## config.mk

```make
export PLATFORM = sky130hd
export DESIGN_NAME = rv_scoreboard
export DESIGN_NICKNAME = d
export VERILOG_FILES = /design/src/rtl/rv_sb_pkg.sv /design/src/rtl/rv_scoreboard_sb_entry.sv /design/src/rtl/rv_scoreboard.sv
export SDC_FILE = /design/constraint.sdc
export NUM_CORES = 1
export LEC_CHECK = 0
export BUFFER_PORTS_ARGS = -buffer_cell sky130_fd_sc_hd__clkbuf_2
export CORE_UTILIZATION = 23
export CTS_CLUSTER_SIZE = 40
export DETAILED_ROUTE_END_ITERATION = 10
export PLACE_DENSITY = 0.39
export SYNTH_ARGS = -nofsm -noshare
export SYNTH_HDL_FRONTEND = slang
export SYNTH_HIERARCHICAL = 1
export SYNTH_SLANG_ARGS = --single-unit
```

## constraint.sdc

```tcl
create_clock -name clk -period 6.4 [get_ports clk]
set_input_delay 0.96 -clock clk [delete_from_list [all_inputs] [get_ports clk]]
set_output_delay 0.96 -clock clk [all_outputs]
set_load 0.1 [all_outputs]
```

## src/rtl/rv_sb_pkg.sv

```systemverilog
// Shared definitions for the register scoreboard: latency encoding,
// per-register entry layout and the write-after-write ordering rule.
package rv_sb_pkg;

  localparam int SB_LAT_W = 4;
  // issue_lat value that marks a variable-latency op
  localparam logic [SB_LAT_W-1:0] LAT_VAR = '0;

  typedef struct packed {
    logic                busy;
    logic                is_var;
    logic [SB_LAT_W-1:0] cnt;
  } sb_entry_t;

  // A new write to a busy register must wait if the old result would land
  // after it (variable op, or a longer remaining countdown), unless the
  // variable op is completing this very cycle.
  function automatic logic waw_conflict(input logic busy, input logic is_var,
                                        input logic cnt_gt_lat, input logic done_hit);
    return busy & (is_var | cnt_gt_lat) & ~(is_var & done_hit);
  endfunction

endpackage

```

## src/rtl/rv_scoreboard_sb_entry.sv

```systemverilog
// One architectural register's pending-write tracker: install on accept,
// count down fixed-latency results, clear variable ones on completion.
module sb_entry
  import rv_sb_pkg::*;
#(
  parameter int LAT_W = SB_LAT_W
) (
  input  logic             clk,
  input  logic             rst_n,
  input  logic             i_acc,
  input  logic [LAT_W-1:0] i_lat,
  input  logic             i_done,
  output logic             o_busy,
  output logic             o_var,
  output logic [LAT_W-1:0] o_cnt
);

  logic             r_busy;
  logic             r_var;
  logic [LAT_W-1:0] r_cnt;

  // Accept overrides both completion and countdown on the same register
  always_ff @(posedge clk or negedge rst_n) begin
    if (!rst_n) begin
      r_busy <= 1'b0;
      r_var  <= 1'b0;
      r_cnt  <= '0;
    end else if (i_acc) begin
      r_busy <= 1'b1;
      r_cnt  <= i_lat;
      r_var  <= (i_lat == LAT_W'(LAT_VAR));
    end else if (i_done && r_busy && r_var) begin
      r_busy <= 1'b0;
      r_var  <= 1'b0;
    end else if (r_busy && !r_var) begin
      r_cnt <= r_cnt - 1'b1;
      if (r_cnt == LAT_W'(1)) r_busy <= 1'b0;
    end
  end

  assign o_busy = r_busy;
  assign o_var  = r_var;
  assign o_cnt  = r_cnt;

endmodule

```

## src/rtl/rv_scoreboard.sv

```systemverilog
// Decode-stage register scoreboard: per-register pending-write tracking,
// RAW/WAW/structural issue stall, outstanding variable-op flag, error flag.
module rv_scoreboard
  import rv_sb_pkg::*;
#(
  parameter int NREG  = 32,
  parameter int IDX_W = 5,
  parameter int LAT_W = SB_LAT_W
) (
  input  logic             clk,
  input  logic             rst_n,
  input  logic             issue_valid,
  input  logic [IDX_W-1:0] issue_rs1,
  input  logic [IDX_W-1:0] issue_rs2,
  input  logic             issue_rs1_used,
  input  logic             issue_rs2_used,
  input  logic             issue_wen,
  input  logic [IDX_W-1:0] issue_rd,
  input  logic [LAT_W-1:0] issue_lat,
  input  logic             done_valid,
  input  logic [IDX_W-1:0] done_rd,
  output logic             stall,
  output logic             issue_fire,
  output logic [NREG-1:0]  busy_vec,
  output logic             var_pending,
  output logic             err
);

  logic [NREG-1:0]            w_busy;
  logic [NREG-1:0]            w_var;
  logic [NREG-1:0][LAT_W-1:0] w_cnt;
  logic r_var_pending, r_err;
  logic w_accept, w_lat_var, w_done_ok;
  logic w_hit1, w_hit2, w_raw, w_waw, w_struct;

  // x0 is hardwired free
  assign w_busy[0] = 1'b0;
  assign w_var[0]  = 1'b0;
  assign w_cnt[0]  = '0;

  generate
    for (genvar g = 1; g < NREG; g++) begin : g_ent
      sb_entry #(.LAT_W(LAT_W)) u_ent (
        .clk    (clk),
        .rst_n  (rst_n),
        .i_acc  (w_accept && (issue_rd == IDX_W'(g))),
        .i_lat  (issue_lat),
        .i_done (done_valid && (done_rd == IDX_W'(g))),
        .o_busy (w_busy[g]),
        .o_var  (w_var[g]),
        .o_cnt  (w_cnt[g])
      );
    end
  endgenerate

  assign w_lat_var = (issue_lat == LAT_W'(LAT_VAR));
  assign w_done_ok = done_valid & w_busy[done_rd] & w_var[done_rd];

  // A completing variable op is forwarded in the same cycle, so it no longer hits
  assign w_hit1 = (issue_rs1 != '0) & w_busy[issue_rs1]
                & ~(w_var[issue_rs1] & done_valid & (done_rd == issue_rs1));
  assign w_hit2 = (issue_rs2 != '0) & w_busy[issue_rs2]
                & ~(w_var[issue_rs2] & done_valid & (done_rd == issue_rs2));
  assign w_raw  = (issue_rs1_used & w_hit1) | (issue_rs2_used & w_hit2);
  assign w_waw  = issue_wen & (issue_rd != '0)
                & waw_conflict(w_busy[issue_rd], w_var[issue_rd],
                               w_cnt[issue_rd] > issue_lat,
                               done_valid & (done_rd == issue_rd));
  // Only one variable-latency op may be outstanding at a time
  assign w_struct = issue_wen & w_lat_var & r_var_pending & ~done_valid;

  assign stall      = issue_valid & (w_raw | w_waw | w_struct);
  assign issue_fire = issue_valid & ~stall;
  assign w_accept   = issue_fire & issue_wen & (issue_rd != '0);

  // Outstanding variable op: a new one installed alongside a completion stays pending
  always_ff @(posedge clk or negedge rst_n) begin
    if (!rst_n)                     r_var_pending <= 1'b0;
    else if (w_accept && w_lat_var) r_var_pending <= 1'b1;
    else if (w_done_ok)             r_var_pending <= 1'b0;
  end

  // Sticky flag for a completion pulse with no matching variable entry
  always_ff @(posedge clk or negedge rst_n) begin
    if (!rst_n)                         r_err <= 1'b0;
    else if (done_valid && !w_done_ok)  r_err <= 1'b1;
  end

  assign busy_vec    = w_busy;
  assign var_pending = r_var_pending;
  assign err         = r_err;

endmodule

```

==> flow_summary.yaml, run 1 <==
outcome:
  run_status: "completed"
power_and_ir_drop:
  power.density_cell_area_nw_per_um2: 360.8
  ir_worst_vdd_mv: 0.1696
  total_leakage_power_nw: 6.719
timing:
  maximum_clock_skew_at_final_layout_ns: 0.01585
  unrepaired_setup_endpoints_after_global_routing: "no"
  count_of_final_setup_violators: 0
  tns_ns: 0
  relSlewSlack_pct: 30.27
  period_minus_slack_ns: 5.909
  final_min_period_over_clock_period_pct: 92.33
  max_slew_vio_count: 0
  fmax_mhz: 169.2
  hold_viol: 0
  max_slew.worst_pin.slew_ns: 1.043
clock_tree:
  tritoncts.num_buffers: 17
  cts_setup_buffers: 0
  ctsResizeCount: 0
  clk_root_buffer_cell: "sky130_fd_sc_hd__clkbuf_16"
  cts_max_level: 4
  cts_hold_repair.buffers: 0
  cts-root-to-sink-buffers: 2
  clk-insertion-delay-late_ns: 0.48
  tritoncts: "built"
  cts.sinks: 188
  worst_setup_hold_path_clk_slew_ns: 0.07
global_route:
  grt_pass1_vias: 12032
  grt_antenna_before_repair: 6
  grt_pass1_wl_um: 82490
  grt_max_degree: 97
  overflow: 0
  grt.total_usage_pct: 16.66
drt:
  drt-initial-drc-count: 878
  post_drt_wl_per_cell_um: 22.96
  drtPass1Iterations: 7
  route.vias.total: 12129
  vias_per_cell: 5.043
  ant_nets: 0
  drc: 0
  postRouteWirelength_um: 55220
setup_path:
  worstSetupStartpointType: "input pin"
  worst-endpoint-arrival_ns: 4.95
  timing.critical_path.required_ns: 5.44
  path_type_of_the_worst_setup_path: "in -> out"
  crit_path_end_kind: "primary output"
  crit_fanout: 17
floorplanning:
  chipWidth_um: 258.2
  fp-row-count: 93
  dieArea_um2: 66690
  number_of_i_o_pins: 67
  start_util_pct: 23.34
  core-area_um2: 64700
  die_y_um: 258.2
synthesis:
  synth_xor_area_share_pct: 4.466
  synthesis.area_um2: 15100
  synthArstFlopShare_pct: 100.0
  synth.yosys.warnings: 6
  synth_compound_area_share_pct: 12.86
  ys_dominant_reg_cell: "sky130_fd_sc_hd__dfrtp_1"
  synth.mux.area_fraction_pct: 17.73
  synthCells: 1484
  syn-mean-instance-area_um2: 10.18
  synth_simple_gate_area_share_pct: 22.32
  postSynthNetCount: 1581
  ys_seq_area_share_pct: 31.15
  synth_enable_flop_cells: 0
  count_of_unique_library_cells_instantiated_by_yosys: 66
  yosys_register_bits: 188
  largest_family_of_logic_cells_by_synthesized_area: "simple AND/OR/NAND/NOR gates"
  yosys.area_share.adder_pct: 5.468
layout:
  final_core_utilization_pct: 26.23
  layout-area-overhead-vs-synth_pct: 12.36
  mostFrequentLayoutCells: "188 x sky130_fd_sc_hd__dfrtp_1, 157 x sky130_fd_sc_hd__nand2_1, 83 x sky130_fd_sc_hd__mux2_2, 83 x sky130_fd_sc_hd__o21ai_0, 75 x sky130_fd_sc_hd__xnor2_1"
  final_common_cell: "sky130_fd_sc_hd__dfrtp_1"
  finish.instance_area_um2: 16970
  nNetsFinal: 1636
  share_of_final_layout_standard_cells_stronger_than_drive_strength_1_pct: 25.63
placement:
  portBuffers: 65
  gp_congestion: 0.8665
  placed_area_um2: 16350
  place.detailed.hpwl_um: 39790
run:
  drv.max_cap_violation_count: 0
worst_hold_path:
  worst_hold_path_type: "in -> async"
[critical path, cell delays in order]
cell and delay, ns:
sky130_fd_sc_hd__buf_4 0.33, sky130_fd_sc_hd__buf_12 0.22, sky130_fd_sc_hd__mux4_2 0.52, sky130_fd_sc_hd__mux4_2 0.52, sky130_fd_sc_hd__mux2_2 0.28, sky130_fd_sc_hd__ha_1 0.29
sky130_fd_sc_hd__nor2b_1 0.14, sky130_fd_sc_hd__o21a_1 0.17, sky130_fd_sc_hd__o21a_1 0.15, sky130_fd_sc_hd__o21ai_0 0.20, sky130_fd_sc_hd__mux2i_1 0.11, sky130_fd_sc_hd__a311o_1 0.54
sky130_fd_sc_hd__and2_1 0.29, sky130_fd_sc_hd__buf_12 0.17
[area by class of cell]
cell class / instances / area, um^2
Multi-Input combinational cell: 1142 / 9497
Antenna cell: 1 / 2.502
Timing Repair Buffer: 119 / 809.5
Clock inverter: 10 / 166.4
Tap cell: 855 / 1070
Clock buffer: 19 / 452.9
Inverter: 71 / 266.5
Fill cell: 6966 / 47730
Sequential cell: 188 / 4705
[synth_stat cells (4+ instances only)]
cell                          n  area [um^2]
sky130_fd_sc_hd__dfrtp_1    188         4705
sky130_fd_sc_hd__nand2_1    157        589.3
sky130_fd_sc_hd__mux2_2      83        934.7
sky130_fd_sc_hd__o21ai_0     83        415.4
sky130_fd_sc_hd__xnor2_1     75        656.9
sky130_fd_sc_hd__inv_1       71        266.5
sky130_fd_sc_hd__mux4_2      68         1531
sky130_fd_sc_hd__ha_1        66        825.8
sky130_fd_sc_hd__nor3_1      65        325.3
sky130_fd_sc_hd__nor2_1      44        165.2
sky130_fd_sc_hd__buf_6       38        427.9
sky130_fd_sc_hd__o22ai_1     35        219.0
sky130_fd_sc_hd__a21oi_1     34        170.2
sky130_fd_sc_hd__nand3b_1    34        255.2
sky130_fd_sc_hd__a21o_2      31        271.5
sky130_fd_sc_hd__nand3_1     31        155.2
sky130_fd_sc_hd__nor4b_1     31        271.5
sky130_fd_sc_hd__or4b_1      31        310.3
sky130_fd_sc_hd__a21boi_0    30        225.2
sky130_fd_sc_hd__and3b_1     30        262.8
sky130_fd_sc_hd__nor2b_4     30        412.9
sky130_fd_sc_hd__o31a_2      30        300.3
sky130_fd_sc_hd__or2b_1      30        225.2
sky130_fd_sc_hd__clkbuf_1    20        75.07
sky130_fd_sc_hd__mux2i_1     20        200.2
sky130_fd_sc_hd__nor2b_1     20        125.1
sky130_fd_sc_hd__nand4_1     11        68.82
sky130_fd_sc_hd__buf_1        9        33.78
sky130_fd_sc_hd__buf_2        8        40.04
sky130_fd_sc_hd__buf_4        8        60.06
sky130_fd_sc_hd__nand2b_1     7        43.79
sky130_fd_sc_hd__nor4_1       7        43.79
sky130_fd_sc_hd__a2111oi_0    6        52.55
sky130_fd_sc_hd__a211oi_1     5        37.54
sky130_fd_sc_hd__a22o_1       4        35.03
sky130_fd_sc_hd__a22oi_1      4        30.03
sky130_fd_sc_hd__or3_1        4        25.02
[metrics by stage]
step | std cells | worst slack, ns | hold WS, ns | total power, mW
floorplan | 1484 | 0.04185 | 0.5823 | 4.078
global placement | 2375 | 0.4430 | 0.5323 | 4.956
detailed placement | 2375 | 0.4356 | 0.5271 | 4.951
CTS | 2404 | 0.4699 | 0.5535 | 6.179
global route | 2405 | 0.2762 | 0.5725 | 6.537
finish | 2405 | 0.4907 | 0.5305 | 6.122
[per-layer routing]
layer / routed length [um] / up-vias / track usage, % / share of wire [%]
met2: 25390 / 323 / 26.12 / 46
met3: 2845 / 51 / 2.993 / 5.2
met1: 26130 / 6186 / 23.56 / 47
met4: 801 / 8 / 4.043 / 1.5
li1: - / 5561 / - / -
met5: 50 / - / 0 / 0.091
[flip-flops by register name, summed over array words and instances, names as in the netlist]
register,cells
err,1
g_ent.u_ent/o_busy,31
g_ent.u_ent/o_cnt,124
g_ent.u_ent/o_var,31
var_pending,1
[worst paths after layout]
kind | start | slack [ns] | to | cells past startpoint
max reg2reg | g_ent[31].u_ent/o_cnt[1] | 1.53 | g_ent[16].u_ent/o_var | 15
min reg2reg | err | 0.53 | err | 1
min | rst_n | 0.53 | g_ent[16].u_ent/o_cnt[2] | 1
max | issue_rd[0] | 0.49 | stall | 14
min in group clk | err | 0.53 | err | 1
max in group asynchronous | rst_n | 4.81 | g_ent[15].u_ent/o_busy | 2
[logic make-up after synthesis]
logic type	after synthesis
AO/OA/AOI/OAI	283
XOR/XNOR	77
adder cells (fa/ha/maj)	66
buffers and inverters	154
flip-flops	188
multiplexers	172
other	1
AND/OR/NAND/NOR	543
[report_power, final]
part	total, mW	internal, mW	leakage, nW	switching [mW]
logic	2.53	1.23	4.06	1.31
clock network	1.19	0.670	0.297	0.520
registers	2.40	1.63	2.36	0.764
total	6.12	3.53	6.72	2.59
(Power assumes the default switching activity.)
==> inputs of run 2 (changes only) <==
Settings changed: CAP_MARGIN from default to 0, PLACE_DENSITY 0.39 to 0.36.
Clock period 6.4 ns to 5 ns, I/O delays scaled along.
==> run 2 against run 1 <==
Effect of this change:
- via count grew 2.1%
- cell count grew 2.0%
- global-route usage grew 1.7 points
- routed wire length grew 9.8%
- critical endpoint unchanged
- cell area grew 4.2%
- power grew 33%
==> flow_summary.yaml, run 2 (same netlist as run 1, synthesis figures left out) <==
timing:
  unrepaired_setup_endpoints_after_global_routing: "no"
  count_of_final_setup_violators: 0
  max_slew.worst_pin.slew_ns: 1.143
  max_slew_vio_count: 0
  hold_viol: 0
  post-route-worst-setup-slack_ns: 0.08418
  final_min_period_over_clock_period_pct: 98.32
  fmax_mhz: 203.4
  period_minus_slack_ns: 4.916
  maximum_clock_skew_at_final_layout_ns: 0.01774
  relSlewSlack_pct: 23.58
drt:
  route.vias.total: 12384
  drc: 0
  postRouteWirelength_um: 60630
  ant_nets: 0
  vias_per_cell: 5.046
  drtPass1Iterations: 5
  post_drt_wl_per_cell_um: 24.71
  drt-initial-drc-count: 1007
clock_tree:
  clk_root_buffer_cell: "sky130_fd_sc_hd__clkbuf_16"
  cts_hold_repair.buffers: 0
  tritoncts.num_buffers: 17
  cts_max_level: 4
  worst_setup_hold_path_clk_slew_ns: 0.08
  cts-root-to-sink-buffers: 2
  tritoncts: "built"
  cts.sinks: 188
  clk-insertion-delay-late_ns: 0.52
layout:
  final_common_cell: "sky130_fd_sc_hd__dfrtp_1"
  finish.instance_area_um2: 17690
  filler_cell_count: 6878
  share_of_final_layout_standard_cells_stronger_than_drive_strength_1_pct: 29.37
  post_layout_nonfiller_instances: 2454
  largest_register_ff_count: 124
  nNetsFinal: 1682
  mostFrequentLayoutCells: "188 x sky130_fd_sc_hd__dfrtp_1, 157 x sky130_fd_sc_hd__nand2_1, 91 x sky130_fd_sc_hd__buf_4, 82 x sky130_fd_sc_hd__mux2_2, 82 x sky130_fd_sc_hd__o21ai_0"
  layout-area-overhead-vs-synth_pct: 17.11
placement:
  gp_congestion: 0.8835
  dpl.cell_count: 2417
  dpl_worst_slack_ns: -0.2137
  placed_area_um2: 16960
  portBuffers: 65
  place.detailed.hpwl_um: 44140
floorplanning:
  start_util_pct: 23.34
  chipWidth_um: 258.2
  number_of_i_o_pins: 67
  core-area_um2: 64700
  fp-row-count: 93
  dieArea_um2: 66690
  die_y_um: 258.2
power_and_ir_drop:
  ir_worst_vdd_mv: 0.2990
  total_leakage_power_nw: 7.068
  power.sequential.fraction_pct: 38.8
  net-switching-power_mw: 3.513
  clock_power_share_pct: 20.0
  power.internal_mw: 4.603
  power.total_mw: 8.116
  power.density_cell_area_nw_per_um2: 458.9
  swShare_pct: 43.28
  p_comb_share_pct: 41.3
setup_path:
  worstPathCellList: "buf_6 > buf_12 > buf_12 > mux4_2 > mux4_2 > mux2_2 > ha_1 > o21a_1 > o21a_1 > o21ai_2 > mux2i_1 > a311o_2 > and2_4 > buf_12"
  critPathMaxStageDelay_ns: 0.57
  timing.critical_path.required_ns: 4.25
  crit_path_frequent_cell: "sky130_fd_sc_hd__buf_12"
  cpMaxStageDelayCell: "sky130_fd_sc_hd__mux4_2"
  crit_path_end_kind: "primary output"
  worst-endpoint-arrival_ns: 4.17
  worstSetupStartpointType: "input pin"
  path_type_of_the_worst_setup_path: "in -> out"
  crit_fanout: 7
global_route:
  busiest_layer: "met2"
  gr-usage-met1_pct: 25.30
  grt_max_degree: 93
  grt_antenna_before_repair: 5
  use_met2_pct: 28.27
  grt.total_usage_pct: 18.40
  grt_pass1_vias: 12398
  globalRouteMet3Util_pct: 4.401
  overflow: 0
  grt_pass1_wl_um: 88840
outcome:
  run_status: "completed"
run:
  drv.max_cap_violation_count: 0
worst_hold_path:
  worst_hold_path_type: "in -> async"
## run 2: worst paths after layout
path / slack (ns) / end / start / cells after the start
worst max-delay path: 0.08 / stall / issue_rd[0] / 14
worst min-delay path: 0.22 / g_ent[15].u_ent/o_cnt[1] / rst_n / 1
worst max register to register: 0.27 / g_ent[30].u_ent/o_var / g_ent[20].u_ent/o_cnt[1] / 16
worst min register to register: 0.63 / err / err / 1
max in group asynchronous: 3.74 / g_ent[16].u_ent/o_cnt[0] / rst_n / 2
min in group clk: 0.63 / err / err / 1
## run 2: power by group through the flow
| stage | Clock, mW | Sequential [mW] | Combinational (mW) |
|---|---|---|---|
| CTS | 1.67 | 3.15 | 3.37 |
| finish | 1.62 | 3.15 | 3.35 |
| global placement | 0 | 3.22 | 3.30 |
| floorplan | 0 | 3.05 | 2.22 |
| global route | 1.72 | 3.23 | 3.70 |
| detailed placement | 0 | 3.18 | 3.34 |
## run 2: layout make-up
type	instances	area [um^2]	area share, %
Antenna cell	2	5.005	0.02830
Clock buffer	18	439.2	2.483
Clock inverter	13	211.5	1.196
Inverter	71	266.5	1.507
Multi-Input combinational cell	1142	9751	55.13
Sequential cell	188	4705	26.60
Tap cell	855	1070	6.049
Timing Repair Buffer	165	1239	7.004
## run 2: repair_timing
action | CTS | global route
setup buffers | 1 | 2
resized for setup | 0 | 5
cloned | 0 | 1
hold endpoints to repair | 0 | 0
pin swaps | 1 | 1
setup endpoints to repair | 2 | 2
## run 2: per-stage QoR
step                setup TNS [ns]  utilization [%]  hold slack [ns]
finish                           0            27.34           0.2221
global route                     0            27.33           0.2677
CTS                              0            27.23           0.2515
global placement            -2.831            26.22           0.6180
detailed placement          -7.372            26.22           0.5996
floorplan                   -1.925                -           0.4544
## run 2: worst max-delay path: cells and delay by family
kind,cells,cell delay (ns)
fa+ha+maj,1,0.29
buf+inv,4,0.59
mux,4,1.43
compound gates,4,0.89
simple gates,1,0.20
## run 2: per-layer routing
metal	routed length [um]	share of wire, %
met5	18	0.030
met4	1338	2.2
met3	3650	6.0
met2	27200	45
met1	28420	47
